===== src/rtl/uart_rx_v2.sv =====
`default_nettype none
// ============================================================================
//  Module      : uart_rx_v2
//  Description : Oversampling UART receiver. The line is synchronised, each
//                bit is decided by a 3-sample majority vote at the end of its
//                bit time, and the word plus parity/frame/break flags are
//                published with a one-clock o_valid pulse. After a framing
//                error the receiver waits for the line to go high again so a
//                held-low line yields a single break frame.
//                Optional feature macro: UART_RX_PARITY_EN (adds a parity bit
//                between data and stop bits).
//  Revision    : 1.0 - initial release
// ============================================================================
module uart_rx_v2 #(
    parameter int NB_DATA      = 8,
    parameter int N_OVERSAMPLE = 16,
    parameter int NB_STOP_BITS = 1,
    parameter int PARITY_ODD   = 0
) (
    input  logic               clk,
    input  logic               i_rst_n,
    input  logic               i_tick,
    input  logic               i_rx,
    output logic [NB_DATA-1:0] o_data,
    output logic               o_valid,
    output logic               o_parity_err,
    output logic               o_frame_err,
    output logic               o_break,
    output logic               o_busy
);

    localparam int                CNT_W       = $clog2(N_OVERSAMPLE);
    localparam logic [CNT_W-1:0] c_cnt_half  = CNT_W'(N_OVERSAMPLE / 2 - 1);
    localparam logic [CNT_W-1:0] c_cnt_last  = CNT_W'(N_OVERSAMPLE - 1);
    localparam logic [3:0]       c_data_last = 4'(NB_DATA - 1);
    localparam logic [3:0]       c_stop_last = 4'(NB_STOP_BITS - 1);

    typedef enum logic [2:0] {
        S_IDLE      = 3'd0,
        S_START     = 3'd1,
        S_DATA      = 3'd2,
`ifdef UART_RX_PARITY_EN
        S_PARITY    = 3'd3,
`endif
        S_STOP      = 3'd4,
        S_WAIT_HIGH = 3'd5
    } state_t;

    logic               rx_meta_q, rx_sync_q;
    state_t             state_q, state_d;
    logic [CNT_W-1:0]   cnt_q, cnt_d;
    logic [3:0]         bit_q, bit_d;
    logic [1:0]         samp_q, samp_d;
    logic [NB_DATA-1:0] shift_q, shift_d;
    logic               ferr_q, ferr_d;
    logic               par_q, par_d;
    logic [NB_DATA-1:0] data_q, data_d;
    logic               valid_q, valid_d;
    logic               perr_q, perr_d;
    logic               fe_q, fe_d;
    logic               brk_q, brk_d;
    logic               w_maj;
    logic               w_fe;
    logic               w_perr;

    // Two-flop synchroniser on the asynchronous line; idles high out of reset.
    always_ff @(posedge clk or negedge i_rst_n) begin
        if (!i_rst_n) begin
            rx_meta_q <= 1'b1;
            rx_sync_q <= 1'b1;
        end else begin
            rx_meta_q <= i_rx;
            rx_sync_q <= rx_meta_q;
        end
    end

    // Majority of the samples taken at counts N-3, N-2 (history) and N-1 (now).
    assign w_maj = (samp_q[1] & samp_q[0]) | (samp_q[1] & rx_sync_q) | (samp_q[0] & rx_sync_q);

    // Frame error includes the stop bit being decided in this cycle.
    assign w_fe = ferr_q | ~w_maj;

`ifdef UART_RX_PARITY_EN
    localparam logic c_par_odd = (PARITY_ODD != 0);
    assign w_perr = (^shift_q) ^ par_q ^ c_par_odd;
`else
    logic unused_parity_odd;
    assign unused_parity_odd = (PARITY_ODD != 0);
    assign w_perr = 1'b0;
`endif

    // Next-state and datapath logic; everything advances only on tick clocks.
    always_comb begin
        state_d = state_q;
        cnt_d   = cnt_q;
        bit_d   = bit_q;
        samp_d  = samp_q;
        shift_d = shift_q;
        ferr_d  = ferr_q;
        par_d   = par_q;
        data_d  = data_q;
        perr_d  = perr_q;
        fe_d    = fe_q;
        brk_d   = brk_q;
        valid_d = 1'b0;
        if (i_tick) begin
            samp_d = {samp_q[0], rx_sync_q};
            case (state_q)
                S_IDLE: begin
                    if (!rx_sync_q) begin
                        state_d = S_START;
                        cnt_d   = '0;
                    end
                end
                S_START: begin
                    if (cnt_q == c_cnt_half) begin
                        cnt_d   = '0;
                        bit_d   = '0;
                        state_d = rx_sync_q ? S_IDLE : S_DATA;
                    end else begin
                        cnt_d = cnt_q + 1'b1;
                    end
                end
                S_DATA: begin
                    if (cnt_q == c_cnt_last) begin
                        cnt_d   = '0;
                        shift_d = {w_maj, shift_q[NB_DATA-1:1]};
                        if (bit_q == c_data_last) begin
                            bit_d  = '0;
                            ferr_d = 1'b0;
`ifdef UART_RX_PARITY_EN
                            state_d = S_PARITY;
`else
                            par_d   = 1'b0;
                            state_d = S_STOP;
`endif
                        end else begin
                            bit_d = bit_q + 1'b1;
                        end
                    end else begin
                        cnt_d = cnt_q + 1'b1;
                    end
                end
`ifdef UART_RX_PARITY_EN
                S_PARITY: begin
                    if (cnt_q == c_cnt_last) begin
                        cnt_d   = '0;
                        par_d   = w_maj;
                        state_d = S_STOP;
                    end else begin
                        cnt_d = cnt_q + 1'b1;
                    end
                end
`endif
                S_STOP: begin
                    if (cnt_q == c_cnt_last) begin
                        cnt_d = '0;
                        if (bit_q == c_stop_last) begin
                            // Publish the frame; the pulse appears after this edge.
                            data_d  = shift_q;
                            fe_d    = w_fe;
                            perr_d  = w_perr;
                            brk_d   = w_fe & (shift_q == '0) & ~par_q;
                            valid_d = 1'b1;
                            bit_d   = '0;
                            state_d = w_fe ? S_WAIT_HIGH : S_IDLE;
                        end else begin
                            ferr_d = w_fe;
                            bit_d  = bit_q + 1'b1;
                        end
                    end else begin
                        cnt_d = cnt_q + 1'b1;
                    end
                end
                S_WAIT_HIGH: begin
                    if (rx_sync_q) begin
                        state_d = S_IDLE;
                    end
                end
                default: begin
                    state_d = S_IDLE;
                    cnt_d   = '0;
                    bit_d   = '0;
                end
            endcase
        end
    end

    // State, counters and output registers.
    always_ff @(posedge clk or negedge i_rst_n) begin
        if (!i_rst_n) begin
            state_q <= S_IDLE;
            cnt_q   <= '0;
            bit_q   <= '0;
            samp_q  <= '0;
            shift_q <= '0;
            ferr_q  <= 1'b0;
            par_q   <= 1'b0;
            data_q  <= '0;
            valid_q <= 1'b0;
            perr_q  <= 1'b0;
            fe_q    <= 1'b0;
            brk_q   <= 1'b0;
        end else begin
            state_q <= state_d;
            cnt_q   <= cnt_d;
            bit_q   <= bit_d;
            samp_q  <= samp_d;
            shift_q <= shift_d;
            ferr_q  <= ferr_d;
            par_q   <= par_d;
            data_q  <= data_d;
            valid_q <= valid_d;
            perr_q  <= perr_d;
            fe_q    <= fe_d;
            brk_q   <= brk_d;
        end
    end

    assign o_data       = data_q;
    assign o_valid      = valid_q;
    assign o_parity_err = perr_q;
    assign o_frame_err  = fe_q;
    assign o_break      = brk_q;
    assign o_busy       = (state_q != S_IDLE);

endmodule
`default_nettype wire


===== config.mk =====
export PLATFORM = sky130hd
export DESIGN_NAME = uart_rx_v2
export DESIGN_NICKNAME = d
export VERILOG_FILES = /design/src/rtl/uart_rx_v2.sv
export SDC_FILE = /design/constraint.sdc
export NUM_CORES = 1
export LEC_CHECK = 0
export CAP_MARGIN = 15
export CORE_MARGIN = 2
export CORE_UTILIZATION = 56
export DETAILED_ROUTE_END_ITERATION = 8
export HOLD_SLACK_MARGIN = 0.05
export PLACE_DENSITY = 0.8
export SLEW_MARGIN = 0
export SYNTH_ARGS = -nofsm -noshare
export SYNTH_HDL_FRONTEND = slang
export SYNTH_SLANG_ARGS = --single-unit

===== constraint.sdc =====
create_clock -name clk -period 3.15 [get_ports clk]
set_clock_uncertainty 0.1 [all_clocks]
set_input_delay 0.63 -clock clk [delete_from_list [all_inputs] [get_ports clk]]
set_output_delay 0.63 -clock clk [all_outputs]
set_load 0.02 [all_outputs]

Word-level counts from Yosys, hierarchy flattened
Index checks and enable logic that the tools add are counted.
{ "word_totals": {"register_bits": 35, "word_cells": 81, "n_memories": 0, "ram_bits": 0, "in_bits": 4, "romBits": 0, "out_inout_bits": 13, "latchBits": 0} }
{ "classes": {"n_eq_ne": 15, "shift": 0, "div_mod_pow": 0, "reduce_logical": 13, "mux": 29, "bitwise": 10, "mul": 0, "add_sub_neg": 2, "order_cmp": 0} }
{ "op_table": {"columns": ["operator", "count"], "rows": [
  ["$mux 4", 8],
  ["$pmux 4 s4", 2],
  ["$mux 3", 8],
  ["$ne 2x2->1 const B", 8],
  ["$pmux 3 s5", 1],
  ["$add 4x1->4 const B", 2],
  ["$eq 4x3->1 const B", 2],
  ["$logic_not 8->1", 1],
  ["$mux 1", 8],
  ["$reduce_and 8->1", 1],
  ["$eq 3x3->1 const B", 2],
  ["$reduce_and 3->1", 2],
  ["$reduce_and 6->1", 1],
  ["$reduce_and 5->1", 1],
  ["$and 1x1->1", 4],
  ["$eq 4x4->1 const B", 1],
  ["$logic_not 4->1", 1],
  ["$reduce_and 4->1", 1],
  ["$reduce_or 2->1", 2],
  ["$eq 3x1->1 const B", 1],
  ["$eq 3x2->1 const B", 1],
  ["$logic_not 3->1", 1],
  ["$not 1->1", 3],
  ["$or 1x1->1", 3],
  ["other kinds (4)", 4]
]} }

Depth between registers and ports, before layout
{ "logic_depth": {"ltp_word": 9, "mapped_depth": 7, "depth_no_buf": 6} }

Worst setup path before layout
Ideal clock, no wire load.
{ "synth_path": {"path_type": "flip-flop to flip-flop", "startpoint": "register bit_q[0]", "endpoint": "register state_q[1]", "path_buffers": 0, "stages_incl_launch_ff": 7, "setup_slack_ps": 1196, "arrival_ps": 1727, "period_less_slack_ps": 1954, "setup_ps": 128, "t_required_ps": 2922, "path_cell_list": "dfrtp_1 > inv_1 > ha_1 > or3b_4 > a22oi_2 > o2111ai_2 > mux2_1"} }
{ "synth_between": {"elab_chain_cells": 3, "elab_cells_between_ends": 5, "classes_between": "eq/ne (3); reduce/logical (2)"} }
{ "synth_lines": {"columns": ["element", "line", "text"], "rows": [
  ["from (decl)", "52", "logic [3:0] bit_q, bit_d;"],
  ["from (signal assigned)", "207", "bit_q <= bit_d;"],
  ["$eq 4x3->1 / $logic_not 4->1 (equally long branches)", "128, 158", null],
  ["$ne 2x2->1 (no line)", null, null],
  ["$reduce_and 8->1 (no line) (*)", null, null],
  ["to (signal assigned)", "205", "state_q <= state_d;"],
  ["to (decl)", "50", "state_t state_q, state_d;"]
]} }
Mark *: on every way between the ends. The rest lies on a longest branch, timed or not.
A chain may end at the register's enable or synchronous reset.

Worst setup path in the final report
{ "layout_path": {"startpoint": "register state_q[2]", "endpoint": "output o_busy"} }
{ "layout_between": {"elab_chain_cells": 1} }
{ "layout_lines": {"columns": ["element", "line", "text"], "rows": [
  ["$reduce_bool 3->1", "225", "assign o_busy = (state_q != S_IDLE);"],
  ["to (decl)", "29", "output logic o_busy"]
]} }
No other way between the ends.

==> results.ini <==
[worst_setup_path]
critPathSlowestCell = dfrtp_1
path_buf_inv = 1
r2r-end = state_q[1]$_DFFE_PN0P_
slowest_delay_ps = 570
reg2reg_depth = 6
required_ps = 2420
crit_fanout = 17
r2r_start = bit_q[0]$_DFFE_PN0P_
path_cells = or3_1, clkdlybuf4s50_1
critPathCaptureType = output pin
crit_type = reg -> out
cp.arrival_ps = 1930
regToRegSetupSlack_ps = 980
cp-start-kind = register
cp_top_family = flip-flops
critical_path_depth = 2

[power_and_ir_drop]
leakage_uw = 0.000910
combinationalPowerShare_pct = 32.0
switchingPower_uw = 488
p_seq_share_pct = 49.8
switching_share_pct = 37.7
powerDensity_mw_per_mm2 = 648
vdd_drop_max_mv = 0.326
p_clk_share_pct = 18.2
p_int_uw = 808

[global_routing]
gr-total-overflow = 0
grt_pass1_vias = 1237
grt_max_degree = 36
grt_pass1_wl_mm = 5.66
grt_usage_pct = 21.3
antenna_found_initial = 0

[min_path]
min_from = rx_meta_q$_DFF_PN1_
whs_path_depth = 0
hp-class = reg -> reg
hold_end = rx_sync_q$_DFF_PN1_

[synthesis]
synth_fp_nets = 160
avgSynthCellArea_sq_um = 11.5
synth_edf_count = 0
ys_types = 51
ys.flop_type = dfrtp_1
synth-seq-cells = 35
ys_seq_area_share_pct = 49.9
yosysTopAreaCell = dfrtp_1
synth_top_area_share_pct = 46.9
netlist_area_sq_mm = 0.00176
synthTopCellsByArea = dfrtp_1 47%, mux2_2 12%, dfstp_2 3.0%, nand2_1 2.3%, ha_1 2.1%
ys_warn_count = 0
synthArstFlopShare_pct = 100
netlist_instances = 153

[sta]
min_period_over_period_pct = 84.3
fin_hold_ws_ps = 261
rsz0062_at_grt = false
max_slew_margin_pct = 66.6
setup_viol = 0
tightest_slew_ps = 500
setup_tns_ps = 0
hold_viol_final = 0
setup_ws_ps = 493
finalCriticalPeriod_ps = 2660
slew_viol_final = 0
fmax_ghz = 0.376

[clock_tree]
htree_levels = 2
postCtsHoldBufs = 0
postCtsResizedCells = 0
clk_pin_slew_ps = 110
cts.sinks = 35
worstSkewPairLatency_ps = 330
cts_tree = done
cts-buffers-inserted = 5
cts_root_buffer = clkbuf_4
cts_setup_buffers = 0
clockBufferDepth = 2

[drt]
drtIter0Drc = 81
num_vias = 1270
drc = 0
ant_nets = 0
drt-total-wl_mm = 3.31
wl_per_cell_um = 15.4
firstDrtPassIters = 4
vias_per_cell = 5.91

[cells_and_area]
syn2layout_area_growth_pct = 13.6
post-route-util_pct = 66.0
nNetsFinal = 177
seqCellArea_sq_um = 878
drive_gt1_share_pct = 24.0
multiInputGateArea_sq_um = 821
fin_cells = 215
fillCellCount = 240
n_antenna_cell = 0

[run_status]
outcome = finished clean

[placed_design]
numPortBuffers = 15
numPlacedInstances = 207
dp_slack_ps = 765
gp_congestion = 0.916
dp_hpwl_mm = 2.33

[floorplanning]
row_count = 20
ios = 17
die_height_um = 60.1
start_util_pct = 58.1
core_sq_mm = 0.00303
die_area_sq_mm = 0.00361
die_w_um = 60.1

[flow_run]
maxCapViolCount = 0

through the flow:
step / total power [uW] / cell area, sq um
after floorplan: 955 / 1760
after global placement: 1040 / 1950
after detailed placement: 1060 / 1950
after CTS: 1300 / 2000
after global routing: 1380 / 2000
final: 1300 / 2000
worst max-delay path by stage:
stage	from	end	slack (ps)
after CTS	state_q[2]$_DFFE_PN0P_	o_busy	500
after global placement	i_tick	shift_q[7]$_DFFE_PN0P_	810
after detailed placement	i_tick	shift_q[1]$_DFFE_PN0P_	760
final	state_q[2]$_DFFE_PN0P_	o_busy	490
after global routing	state_q[2]$_DFFE_PN0P_	o_busy	430
after floorplan	bit_q[0]$_DFFE_PN0P_	state_q[1]$_DFFE_PN0P_	1200
registers in the layout, summed over array words and instances (netlist names), 2 cells and up:
register,cells
o_data,8
shift_q,8
bit_q,4
cnt_q,4
state_q,3
samp_q,2
power by group through the flow:
stage / Clock, uW / Combinational [uW] / Sequential [uW]
after CTS: 241 / 416 / 641
final: 236 / 415 / 645
after floorplan: 0 / 366 / 589
after detailed placement: 0 / 414 / 650
after global placement: 0 / 401 / 640
after global routing: 258 / 467 / 658
cell usage after synthesis, types with 2 or more instances:
master / count
a21o_1: 3
a21oi_1: 3
a31oi_1: 2
and3_1: 3
buf_2: 4
clkbuf_1: 2
dfrtp_1: 33
dfstp_2: 2
ha_1: 3
inv_1: 6
mux2_1: 3
mux2_2: 18
nand2_1: 11
nand3_1: 4
nand4_1: 5
nand4b_1: 2
nor2_1: 2
nor2b_1: 3
nor3b_2: 2
nor4_1: 3
o21ai_0: 7
or2_2: 3
kinds of logic (layout without fill, tap and decap cells):
logic type	after synthesis	in the layout	synth area share, %
simple gates	45	45	15.6
flops	35	35	49.9
compound gates	30	30	12.8
mux	23	23	14.9
buf+inv	14	32	3.48
fa+ha+maj	4	4	2.70
other cells	1	1	0.213
xor+xnor	1	1	0.498
final cells by class:
type                       count  share of cell area [%]
clock buffer                   6                    2.07
clock inverter                 2                   0.626
inverter                       7                    1.31
multi-input combinational    104                    41.1
sequential                    35                    43.9
tap                           44                    2.75
timing repair buffer          17                    8.26
placed cells by master, fill, tap and decap left out, types with 2 or more instances in the layout:
cell type and instances:
a31oi_1 2, mux2_2 18, clkdlybuf4s50_1 15, nor3b_2 2, buf_4 2, or2_2 3, and3_1 3, nand4b_1 2
nand2_1 11, inv_1 6, mux2_1 3, o21ai_0 7, a21oi_1 3, nand4_1 5, a21o_1 3, nor4_1 3
nand3_1 4, clkbuf_4 5, dfstp_2 2, nor2b_1 3, ha_1 3, nor2_1 2, dfrtp_1 33
per-layer routing:
| metal | track usage [%] | part of all wire, % | vias to the layer above |
|---|---|---|---|
| met5 | 0 | 0 | - |
| met4 | 8.25 | 0.76 | 0 |
| met3 | 4.11 | 4.1 | 4 |
| met2 | 34.9 | 51 | 29 |
| met1 | 27.8 | 44 | 632 |
| li1 | - | - | 605 |
(Power assumes the default switching activity.)
